$ cat src/rtl/rv32i_types.sv
// Shared RV32I types: machine word and the memory arbiter state encoding.
package rv32i_types;

  typedef logic [31:0] rv32i_word;

  typedef enum logic [1:0] {
    IDLE  = 2'd0,
    MEM_A = 2'd1,
    MEM_B = 2'd2,
    DONE  = 2'd3
  } arb_state_t;

  localparam logic [3:0] full_mask = 4'hF;

endpackage

$ cat src/rtl/mem_arbiter_register.sv
// Loadable holding register with synchronous active-high clear.
module register #(
  parameter int width = 32
) (
  input  logic             clk,
  input  logic             reset,
  input  logic             load,
  input  logic [width-1:0] d,
  output logic [width-1:0] q
);

  always_ff @(posedge clk) begin
    if (reset)
      q <= '0;
    else if (load)
      q <= d;
  end

endmodule

$ cat src/rtl/mem_arbiter.sv
// Arbitrates an instruction port (A) and a data port (B) onto one memory bus,
// serving A before B and completing both with a single joint resp pulse.
module mem_arbiter
  import rv32i_types::*;
#(
  parameter int width = $bits(rv32i_word)
) (
  input  logic             clk,
  input  logic             reset,
  input  logic             read_a,
  input  logic [width-1:0] address_a,
  output logic [width-1:0] rdata_a,
  output logic             resp_a,
  input  logic             read_b,
  input  logic             write_b,
  input  logic [width-1:0] address_b,
  input  logic [width-1:0] wdata_b,
  input  logic [3:0]       wmask_b,
  output logic [width-1:0] rdata_b,
  output logic             resp_b,
  output logic             mem_read,
  output logic             mem_write,
  output logic [width-1:0] mem_address,
  output logic [width-1:0] mem_wdata,
  output logic [3:0]       mem_byte_enable,
  input  logic [width-1:0] mem_rdata,
  input  logic             mem_resp
);

  arb_state_t       state, state_next;
  logic             req_a, req_b, op_write;
  logic [width-1:0] addr_a, addr_b, wdata;
  logic [3:0]       wmask;
  logic             load_a, load_b;

  always_ff @(posedge clk) begin
    if (reset)
      state <= IDLE;
    else
      state <= state_next;
  end

  // Requests are captured only while idle; DONE drops them so a held request
  // is re-sampled by the following IDLE cycle rather than re-served directly.
  always_ff @(posedge clk) begin
    if (reset) begin
      req_a    <= 1'b0;
      req_b    <= 1'b0;
      op_write <= 1'b0;
      addr_a   <= '0;
      addr_b   <= '0;
      wdata    <= '0;
      wmask    <= 4'h0;
    end else if (state == IDLE) begin
      req_a    <= read_a;
      req_b    <= read_b | write_b;
      op_write <= write_b;
      addr_a   <= address_a;
      addr_b   <= address_b;
      wdata    <= wdata_b;
      wmask    <= wmask_b;
    end else if (state == DONE) begin
      req_a    <= 1'b0;
      req_b    <= 1'b0;
    end
  end

  always_comb begin
    state_next      = state;
    mem_read        = 1'b0;
    mem_write       = 1'b0;
    mem_address     = '0;
    mem_wdata       = '0;
    mem_byte_enable = 4'h0;
    load_a          = 1'b0;
    load_b          = 1'b0;
    resp_a          = ~req_a;
    resp_b          = ~req_b;

    unique case (state)
      IDLE: begin
        resp_a = ~read_a;
        resp_b = ~(read_b | write_b);
        if (read_a)
          state_next = MEM_A;
        else if (read_b | write_b)
          state_next = MEM_B;
      end
      MEM_A: begin
        mem_read        = 1'b1;
        mem_address     = addr_a;
        mem_byte_enable = full_mask;
        if (mem_resp) begin
          load_a     = 1'b1;
          state_next = req_b ? MEM_B : DONE;
        end
      end
      MEM_B: begin
        mem_write       = op_write;
        mem_read        = ~op_write;
        mem_address     = addr_b;
        mem_wdata       = wdata;
        mem_byte_enable = op_write ? wmask : full_mask;
        if (mem_resp) begin
          load_b     = ~op_write;
          state_next = DONE;
        end
      end
      DONE: begin
        resp_a     = 1'b1;
        resp_b     = 1'b1;
        state_next = IDLE;
      end
      default: state_next = IDLE;
    endcase
  end

  register #(.width(width)) u_rdata_a (
    .clk   (clk),
    .reset (reset),
    .load  (load_a),
    .d     (mem_rdata),
    .q     (rdata_a)
  );

  register #(.width(width)) u_rdata_b (
    .clk   (clk),
    .reset (reset),
    .load  (load_b),
    .d     (mem_rdata),
    .q     (rdata_b)
  );

endmodule

$ cat config.mk
export PLATFORM = sky130hd
export DESIGN_NAME = mem_arbiter
export DESIGN_NICKNAME = d
export VERILOG_FILES = /design/src/rtl/rv32i_types.sv /design/src/rtl/mem_arbiter_register.sv /design/src/rtl/mem_arbiter.sv
export SDC_FILE = /design/constraint.sdc
export NUM_CORES = 1
export LEC_CHECK = 0
export ABC_AREA = 1
export BUFFER_PORTS_ARGS = -buffer_cell sky130_fd_sc_hd__buf_2
export CAP_MARGIN = 20
export CORE_MARGIN = 8
export CORE_UTILIZATION = 39
export CTS_CLUSTER_SIZE = 8
export DETAILED_ROUTE_END_ITERATION = 8
export HOLD_SLACK_MARGIN = 0.03
export PLACE_DENSITY = 0.78
export SYNTH_ARGS = -nofsm -noshare
export SYNTH_HDL_FRONTEND = slang
export SYNTH_HIERARCHICAL = 1
export SYNTH_SLANG_ARGS = --single-unit
$ cat constraint.sdc
create_clock -name clk -period 1.73 [get_ports clk]
set_clock_uncertainty 0.05 [all_clocks]
set_input_delay 0.519 -clock clk [delete_from_list [all_inputs] [get_ports clk]]
set_output_delay 0.519 -clock clk [all_outputs]
set_load 0.05 [all_outputs]
Word level (Yosys, flattened, before mapping):

Cells that the tools add are included.

* latch bits: 0
* memory bits (read-only): 0
* input port bits: 138
* register bits after elaboration: 169
* memories kept: 0
* memory bits (writable): 0

* divide/modulo/power cells: 0
* multipliers: 0
* magnitude comparators: 0
* muxes and demuxes: 21
* eq/ne operators: 6
* reductions and logical operators: 3
* shift operators: 0
* bitwise logic cells: 6
* add/subtract/negate cells: 0

Operators with widths (number)
* 32-bit case mux with 2 select lines: 1
* 32-bit two-way mux: 1
* 1-bit two-way mux: 9
* 2-bit two-way mux: 4
* 2-bit case mux with 4 select lines: 1
* 4-bit case mux with 2 select lines: 1
* 1-bit case mux with 2 select lines: 3
* 1-bit inverter: 5
* 2-bit == test (second input constant): 2
* 4-bit two-way mux: 1
* 2-bit != test (second input constant): 2
* 3-bit by 2-bit != test with 1-bit output (second input constant): 1
* 3-bit AND reduction: 1
* 2-bit by 1-bit == test with 1-bit output (second input constant): 1
* 2-bit logical NOT: 1
* 2-bit nonzero test: 1
* 1-bit bitwise OR: 1

Longest topological paths before layout:

Gate-level depths: netlist of run 1.

* word-level depth: 4
* depth in mapped cells: 11

Modules after synthesis:

The synthesis of run 1 kept the hierarchy.

By module, submodules not included
* mem_arbiter: cells each 679, area each 4825.9 µm², instances 1
* register: cells each 203, area each 1338.8 µm², instances 2

Least setup slack after synthesis of run 1:

Ideal clock, no wire load.

* path kind: flip-flop to output port
* from: register state[1]
* to: output port resp_a
* stages on the path, launching flop included: 6
* data required time: 1.161 ns
* slack: -0.901 ns
* arrival time: 2.062 ns
* cells stage by stage: dfxtp_1 inv_1 ha_1 buf_2 inv_2 o21ai_0

* longest elaborated chain between the ends: 2

Ends and longest elaborated chain
* start, declared: line mem_arbiter.sv:30 `arb_state_t state, state_next;`
* start signal, assigned: line mem_arbiter.sv:40 `state <= state_next;`
* 2-bit == test or 2-bit logical NOT (tied branches): line mem_arbiter.sv:80 `unique case (state)`
* 1-bit case mux with 2 select lines *: line mem_arbiter.sv:80
* end, declared: line mem_arbiter.sv:13 `output logic resp_a,`

Every way passes the cells marked *; elsewhere a longest branch is shown, timed or not.

Final worst setup path of run 1:

* from: register state[1]
* to: output port mem_byte_enable[2]

* longest elaborated chain between the ends: 2

Ends and longest elaborated chain
* 2-bit == test or 2-bit by 1-bit == test with 1-bit output (tied branches): line mem_arbiter.sv:80
* 4-bit case mux with 2 select lines *: line mem_arbiter.sv:80
* end, declared: line mem_arbiter.sv:25 `output logic [3:0] mem_byte_enable,`

Marked as above.

==> results of run 1 <==
## Yosys cell counts (all sizes together)
cell type	n	area, um^2
o21ai	107	536
nor2	339	1480
nor3	1	5.00
a21oi	35	179
dfxtp	169	3380
buf	61	459
ha	6	75.1
and2	1	6.26
nand3	5	25.0
clkbuf	8	30.0
nand2	243	915
inv	110	415
## worst max path at each step
stage / from / endpoint / slack [ns] / cells after the start
2_1_floorplan: state[1] / mem_address[10] / -0.14 / 6
3_3_place_gp: state[1] / mem_byte_enable[2] / -0.28 / 6
3_5_place_dp: state[1] / mem_byte_enable[2] / -0.33 / 6
4_1_cts: state[0] / mem_byte_enable[2] / -0.58 / 7
5_1_grt: state[1] / mem_byte_enable[2] / -0.65 / 6
6_report: state[1] / mem_byte_enable[2] / -0.59 / 6
## sequential cells by signal, indices dropped and copies added, names as in the netlist
| name | count |
|---|---|
| req_a | 1 |
| req_b | 1 |
| u_rdata_b/q | 32 |
| addr_a | 32 |
| wdata | 32 |
| addr_b | 32 |
| u_rdata_a/q | 32 |
| state | 2 |
| op_write | 1 |
| wmask | 4 |
## cells in the final DEF, fill, tap and decap left out, types with 3 or more instances in the layout
| cell type | instances |
|---|---|
| o21ai_4 | 3 |
| inv_8 | 6 |
| ha_4 | 4 |
| buf_8 | 45 |
| nand2_1 | 200 |
| nand2_4 | 31 |
| inv_2 | 7 |
| inv_1 | 69 |
| buf_2 | 201 |
| dfxtp_1 | 167 |
| nor2_2 | 81 |
| clkbuf_16 | 21 |
| a21oi_4 | 31 |
| nand3_1 | 5 |
| nor2_1 | 257 |
| buf_6 | 34 |
| inv_4 | 3 |
| buf_12 | 17 |
| inv_6 | 3 |
| clkinv_8 | 3 |
| clkinvlp_4 | 34 |
| buf_4 | 18 |
| o21ai_0 | 102 |
| nand2_2 | 12 |
## critical path: cells and delay by family, from the launching register on
family          cells  cell delay [ns]
simple gates        1             0.12
fa+ha+maj           1             0.18
buf+inv             3             0.34
compound gates      1             0.30
flops               1             0.39
## cell families after synthesis
family	after synthesis	share of synthesized area, %
AOI/OAI and AO/OA	142	9.52
adders and majority gates	6	1.00
buffers and inverters	179	12.1
DFF	169	45.1
and+or+nand+nor	589	32.3
## per-layer routing
layer  GRT usage (%)  part of all wire, %
met3            6.74                  7.4
met5               0                 0.18
met4            6.11                  2.3
met2            34.2                   49
met1            22.0                   41
## layout make-up
type,instances,share of cell area [%]
Tap cell,234,2.56
Multi-Input combinational cell,737,34.4
Clock buffer,17,3.72
Timing Repair Buffer,321,23.6
Clock inverter,15,1.40
Antenna cell,1,0.0219
Sequential cell,169,29.6
Inverter,110,4.73
## through the flow
step | utilization, % | setup TNS [ns] | cells
final | 61.0 | -38.57 | 1604
after global routing | 61.0 | -43.49 | 1604
after CTS | 59.6 | -41.13 | 1594
after detailed placement | 52.6 | -13.62 | 1557
after global placement | 52.6 | -11.12 | 1557
after floorplan | - | -6.38 | 1085
## timing repair
item,in CTS,in global routing
gates cloned,2,6
buffers inserted,3,6
pin swaps,26,18
setup endpoints to repair,104,104
resized for setup,193,39
## power groups by stage
stage                     Combinational (uW)  Clock, uW  Sequential [uW]
after floorplan                         7540          0             7030
after global placement                 10600          0             6120
after detailed placement               10800          0             6130
after CTS                              11900       3830             6120
after global routing                   13200       4010             6300
final                                  12400       3730             6160
==> impl_table.tex, run 1 <==
\begin{tabular}{lr}
\hline
Metric & Value \\
\hline
\multicolumn{2}{l}{\textbf{Hold path}} \\
\quad Hold Path Sink & addr\_a[22] \\
\quad Beginning of the worst hold path & address\_a[22] \\
\quad Hold path cells & 3 \\
\quad Type of the most critical hold path & input port to flop \\
\multicolumn{2}{l}{\textbf{Timing}} \\
\quad Clock period minus final worst setup slack & about 2.3 ns \\
\quad Fin Hold WS & 0.267 ns \\
\quad Actual transition at the worst max-transition pin & 0.521 ns \\
\quad Maximum frequency from static timing analysis & 0.432 GHz \\
\quad Hold violation total from the final report & 0 \\
\quad Smallest setup slack after layout & -0.587 ns \\
\quad Slew Limit Headroom & between 60\% and 70\% \\
\quad Share of the clock period used by the worst path & 134\% \\
\quad Final count of negative-setup-slack endpoints & between 70 and 80 \\
\quad Setup repair after global routing missed its margin & true \\
\quad Pins over their slew limit & 0 \\
\multicolumn{2}{l}{\textbf{GRT}} \\
\quad Wire length of the first global-routing pass & 37900 um \\
\quad Global route overflow & 0 \\
\quad Initial antenna violation count & 7 \\
\quad Maximum number of pins on one net before global-route repair & 78 \\
\quad Via count of the first global-routing pass & 7444 \\
\quad GRT Resource Usage Total & 19.6\% \\
\multicolumn{2}{l}{\textbf{Drt}} \\
\quad Via density per instance & 4.76 \\
\quad DR pass1 iterations & 5 \\
\quad Number of routed nets with antenna violations & 0 \\
\quad DR WL/cell & 15.6 um \\
\quad Final wirelength & roughly 25000 um \\
\quad Via count & between 7000 and 8000 \\
\quad Remaining design rule violation count & 0 \\
\quad Initial drt markers & 308 \\
\multicolumn{2}{l}{\textbf{Synthesis}} \\
\quad Cell count after synthesis & 1085 \\
\quad Flops \& latches, synth & 169 \\
\quad Number of nets in the synthesized netlist & between 1000 and 1500 \\
\quad Post-synth cell types & 20 \\
\quad Post-synth design cell area & 7500 um\^{}2 \\
\quad Average instance area after synthesis & slightly below 7 um\^{}2 \\
\quad Sequential share of the synthesized area & around 45\% \\
\quad Yosys warns & 6 \\
\multicolumn{2}{l}{\textbf{Worst setup path}} \\
\quad Worst-case register-to-register setup slack & 0.09 ns \\
\quad Worst Path Required & 1.16 ns \\
\quad Path depth of the worst reg2reg path & 11 \\
\quad Critical register-to-register path endpoint & u\_rdata\_b/q[2] \\
\quad Startpoint type of the worst setup path & flop \\
\quad Launch point of the worst reg-to-reg path & state[0] \\
\quad Kind of end point of the critical path & output port \\
\quad Critical Path, Cell by Cell & inv\_4 > ha\_4 > buf\_6 > o21ai\_4 > nand2\_2 > buf\_8 \\
\quad Start-to-end type of the worst setup path & flop to output port \\
\quad Worst Path Max Fanout & 5 \\
\quad Largest stage delay on the critical path & 0.39 ns \\
\quad Critical-path top delay cell & dfxtp\_4 \\
\quad Arrival time at the worst endpoint & 1.75 ns \\
\multicolumn{2}{l}{\textbf{Power and ir drop}} \\
\quad Sequential cell fraction of total power & between 20\% and 30\% \\
\quad Share of total power in the clock network & 16.8\% \\
\quad PwrDens & just under 2000 nW/um\^{}2 \\
\quad Overall Power & 22300 uW \\
\quad Internal power consumption & 11600 uW \\
\quad Net switching power & 10700 uW \\
\quad Worst IR Drop VDD & roughly 1500 uV \\
\quad Leakage dissipation & 0.00541 uW \\
\quad Combinational share of power & 55.6\% \\
\quad Switch share & 47.9\% \\
\multicolumn{2}{l}{\textbf{Placement}} \\
\quad Placer's final routability congestion estimate & 0.838 \\
\quad DP Wirelength & 16500 um \\
\quad Worst Setup Slack post-DPL & -0.329 ns \\
\quad Number of input and output port buffers inserted & 273 \\
\quad Area of placed instances & 9870 um\^{}2 \\
\multicolumn{2}{l}{\textbf{Clock network}} \\
\quad Clock tree buffer depth & 2 \\
\quad Number of buffers created by CTS & 17 \\
\quad Clock transition at the register clock pins on the worst setup and hold paths after CTS & 0.07 ns \\
\quad Clock H-tree levels & 4 \\
\quad CTS Hold Buffers Added & 0 \\
\quad TritonCTS Sinks & 169 \\
\quad Clock Latency Late Sink & 0.42 ns \\
\quad Clock root buffer & clkbuf\_16 \\
\quad CTS tree & done \\
\multicolumn{2}{l}{\textbf{Run}} \\
\quad Maximum Capacitance Violations & 0 \\
\multicolumn{2}{l}{\textbf{Status}} \\
\quad Run status & finished with violations \\
\quad Violated checks & negative setup slack \\
\multicolumn{2}{l}{\textbf{Floorplanning}} \\
\quad Number of rows created at floorplan & 50 \\
\quad Area of the die & 23900 um\^{}2 \\
\quad Starting utilization of the core area & between 30\% and 40\% \\
\quad Height of the die & 155 um \\
\quad Std-Cell Core Area & 18800 um\^{}2 \\
\quad I/O pin total & 274 \\
\quad Overall die width & 155 um \\
\multicolumn{2}{l}{\textbf{Finish}} \\
\quad Total area of multi-input combinational cells & 3940 um\^{}2 \\
\quad Fraction of final layout cells with drive strength greater than 1 & 41.1\% \\
\quad Fillers & 1617 \\
\quad FF+latch area & 3390 um\^{}2 \\
\quad Growth of design area from synthesis to finish & 52.5\% \\
\quad Cell area after layout & 11400 um\^{}2 \\
\quad Final layout net count & 1500 \\
\hline
\end{tabular}
No activity file was read; power rests on OpenSTA's default activity.
==> run 2, diff against run 1 <==
--- a/config.mk
+++ b/config.mk
@@ -5,7 +5,6 @@
 export SDC_FILE = /design/constraint.sdc
 export NUM_CORES = 1
 export LEC_CHECK = 0
-export ABC_AREA = 1
 export BUFFER_PORTS_ARGS = -buffer_cell sky130_fd_sc_hd__buf_2
 export CAP_MARGIN = 20
 export CORE_MARGIN = 8
@@ -13,7 +12,7 @@
 export CTS_CLUSTER_SIZE = 8
 export DETAILED_ROUTE_END_ITERATION = 8
 export HOLD_SLACK_MARGIN = 0.03
-export PLACE_DENSITY = 0.78
+export PLACE_DENSITY = 0.79
 export SYNTH_ARGS = -nofsm -noshare
 export SYNTH_HDL_FRONTEND = slang
 export SYNTH_HIERARCHICAL = 1
==> impl_table.tex, run 2 <==
\begin{tabular}{lr}
\hline
Metric & Value \\
\hline
\multicolumn{2}{l}{\textbf{Status}} \\
\quad Run status & finished with violations \\
\quad Violated checks & negative setup slack \\
\multicolumn{2}{l}{\textbf{Timing}} \\
\quad Maximum frequency from static timing analysis & 0.412 GHz \\
\quad Share of the clock period used by the worst path & 140\% \\
\quad Fin Hold WS & roughly 0.29 ns \\
\quad Slew Limit Headroom & between 60 and 70\% \\
\quad Pins over their slew limit & 0 \\
\quad Clock period minus final worst setup slack & around 2.4 ns \\
\quad Actual transition at the worst max-transition pin & 0.519 ns \\
\quad Final count of negative-setup-slack endpoints & 72 \\
\quad Setup repair after global routing missed its margin & true \\
\quad Hold violation total from the final report & 0 \\
\quad Smallest setup slack after layout & -0.696 ns \\
\multicolumn{2}{l}{\textbf{Placement}} \\
\quad Number of input and output port buffers inserted & 273 \\
\quad DP Wirelength & 14200 um \\
\quad Area of placed instances & 8820 um\^{}2 \\
\quad Placer's final routability congestion estimate & 0.795 \\
\quad Total placed cells including tap cells & 1139 \\
\quad Worst Setup Slack post-DPL & -0.326 ns \\
\multicolumn{2}{l}{\textbf{Floorplanning}} \\
\quad Height of the die & between 100 and 150 um \\
\quad Starting utilization of the core area & 39.8\% \\
\quad Overall die width & 149 um \\
\quad I/O pin total & 274 \\
\quad Area of the die & 22200 um\^{}2 \\
\quad Std-Cell Core Area & $\sim$17000 um\^{}2 \\
\quad Number of rows created at floorplan & 48 \\
\multicolumn{2}{l}{\textbf{Synthesis}} \\
\quad Sequential share of the synthesized area & about half \\
\quad Library cell with the highest instance count after synthesis & nor2\_1 \\
\quad Post-synth top flop & dfxtp\_1 \\
\quad Number of nets in the synthesized netlist & roughly 810 \\
\quad Average instance area after synthesis & 10.4 um\^{}2 \\
\quad Biggest area consumer among synthesized cells & dfxtp\_1 \\
\quad Async set-or-reset flop fraction in the synthesized netlist & 0\% \\
\quad Cell count after synthesis & 661 \\
\quad Number of flops mapped to enable cells by yosys & 0 \\
\quad Leading cell types by total area after synthesis & dfxtp\_1 (49\%), mux2i\_1 (24\%), nor2\_1 (9.3\%), a22o\_1 (4.1\%), and2\_1 (3.3\%) \\
\quad Post-synth design cell area & 6890 um\^{}2 \\
\quad Post-synth top cells & nor2\_1 (171), dfxtp\_1 (169), mux2i\_1 (167) \\
\quad Portion of synthesized cell area occupied by the leading cell type & 49.1\% \\
\quad Post-synth cell types & 24 \\
\quad Flops \& latches, synth & 169 \\
\quad Yosys warns & 6 \\
\multicolumn{2}{l}{\textbf{Power and ir drop}} \\
\quad Worst IR Drop VDD & 1080 uV \\
\quad Leakage dissipation & 0.00523 uW \\
\quad Overall Power & 18000 uW \\
\quad PwrDens & 1700 nW/um\^{}2 \\
\multicolumn{2}{l}{\textbf{Worst setup path}} \\
\quad Worst-case register-to-register setup slack & 0.07 ns \\
\quad Startpoint type of the worst setup path & flop \\
\quad Beginning of the critical path & state[0] \\
\quad Path depth of the worst reg2reg path & 8 \\
\quad Timing endpoint of the critical path & mem\_address[20] \\
\quad Worst Path Required & 1.16 ns \\
\quad Worst Path Max Fanout & 13 \\
\quad Launch point of the worst reg-to-reg path & state[0] \\
\quad Arrival time at the worst endpoint & 1.86 ns \\
\quad Start-to-end type of the worst setup path & flop to output port \\
\quad Kind of end point of the critical path & output port \\
\quad Critical register-to-register path endpoint & u\_rdata\_b/q[10] \\
\multicolumn{2}{l}{\textbf{Finish}} \\
\quad Final layout net count & 1092 \\
\quad Fraction of final layout cells with drive strength greater than 1 & 46.0\% \\
\quad Cell area after layout & 10600 um\^{}2 \\
\quad Most frequent cells in the layout & buf\_2 (200), nor2\_1 (170), mux2i\_1 (167), dfxtp\_1 (167), buf\_8 (66) \\
\quad Final cell count without fillers & 1186 \\
\quad Most common library cell in the layout ignoring fill and taps & buf\_2 \\
\quad \# diodes & 0 \\
\quad Growth of design area from synthesis to finish & 53.9\% \\
\multicolumn{2}{l}{\textbf{Drt}} \\
\quad Final wirelength & $\sim$22000 um \\
\quad DR pass1 iterations & 5 \\
\quad Remaining design rule violation count & 0 \\
\quad DR WL/cell & 18.7 um \\
\quad Via density per instance & 4.88 \\
\quad Initial drt markers & 151 \\
\quad Number of routed nets with antenna violations & 0 \\
\quad Via count & 5786 \\
\multicolumn{2}{l}{\textbf{GRT}} \\
\quad Initial antenna violation count & 1 \\
\quad Global route overflow & 0 \\
\quad Wire length of the first global-routing pass & 33200 um \\
\quad GRT Resource Usage Total & 18.9\% \\
\quad Via count of the first global-routing pass & 6099 \\
\quad Maximum number of pins on one net before global-route repair & 68 \\
\multicolumn{2}{l}{\textbf{Clock network}} \\
\quad Clock tree buffer depth & 2 \\
\quad CTS Hold Buffers Added & 0 \\
\quad Clock root buffer & clkbuf\_16 \\
\quad Clock H-tree levels & 4 \\
\quad Number of buffers created by CTS & 17 \\
\quad Clock Latency Late Sink & 0.41 ns \\
\quad TritonCTS Sinks & roughly 170 \\
\quad CTS tree & done \\
\quad Clock transition at the register clock pins on the worst setup and hold paths after CTS & approximately 0.070 ns \\
\multicolumn{2}{l}{\textbf{Hold path}} \\
\quad Type of the most critical hold path & input port to flop \\
\multicolumn{2}{l}{\textbf{Run}} \\
\quad Maximum Capacitance Violations & 0 \\
\hline
\end{tabular}
## run 2: cell types whose count changed in the layout (fill, tap and decap cells not counted), moves of 36 or more
cell     before  now
and2_4        0   36
mux2i_1       0  167
nor2_1      257  170
nand2_1     200    2
nor2_2       81    0
o21ai_0     102    1
inv_1        69    1
## run 2: repair_timing
item,4_1_cts,5_1_grt
resized for setup,256,35
cloned,6,3
endpoints found under the setup margin,96,101
setup buffers,10,1
pin swaps,17,24
endpoints found under the hold margin,0,0
## run 2: worst min path at each step
stage                          from         endpoint  slack (ns)  depth (start not counted)
finish                 address_b[4]        addr_b[4]        0.29                          3
global placement           wdata[8]         wdata[8]        0.41                          2
CTS                   address_a[12]       addr_a[12]        0.26                          3
floorplan                     req_b            req_b        0.40                          2
global route           address_a[6]        addr_a[6]        0.27                          3
detailed placement  u_rdata_b/q[26]  u_rdata_b/q[26]        0.42                          2
## run 2: routing by layer
metal,global-route usage [%],share of wire [%],up-vias
met3,6.89,9.7,37
met5,0,0.059,-
met1,20.7,39,2706
met2,32.4,49,245
li1,-,-,2796
met4,7.67,2.0,2
## run 2: final cells by class
type,instances,area [um^2]
multi-input combinational,438,3560
tap,225,282
inverter,4,22.5
clock inverter,14,184
fill,1334,6700
clock buffer,18,439
sequential,169,3390
timing repair buffer,318,2720
## run 2: kinds of logic (layout without fill, tap and decap cells)
group | Yosys count | in the layout | synth area share [%]
adders and majority gates | 6 | 6 | 1.09
AOI/OAI and AO/OA | 41 | 41 | 5.12
muxes | 167 | 167 | 24.3
buffers and inverters | 54 | 354 | 6.56
DFF | 169 | 169 | 49.1
and+or+nand+nor | 224 | 224 | 13.8
## run 2: per-stage QoR
stage               util (%)  setup TNS, ns
finish                  61.3         -40.53
CTS                     60.6         -46.25
floorplan                  -         -10.97
global route            61.3         -45.95
detailed placement      51.0         -19.13
global placement        51.0         -16.74
## run 2: critical path: stages, from the launching register on
cell and delay [ns]:
dfxtp_2 0.35, inv_4 0.06, ha_4 0.24, and2_4 0.20, buf_16 0.18, a22o_4 0.26, buf_12 0.15
## run 2: report_power, final
part	switching, uW	internal, uW	leakage (uW)	total, uW
clock network	1670	2360	0.000303	4030
registers	536	4660	0.00139	5200
logic	4820	3930	0.00353	8750
total	7020	11000	0.00523	18000
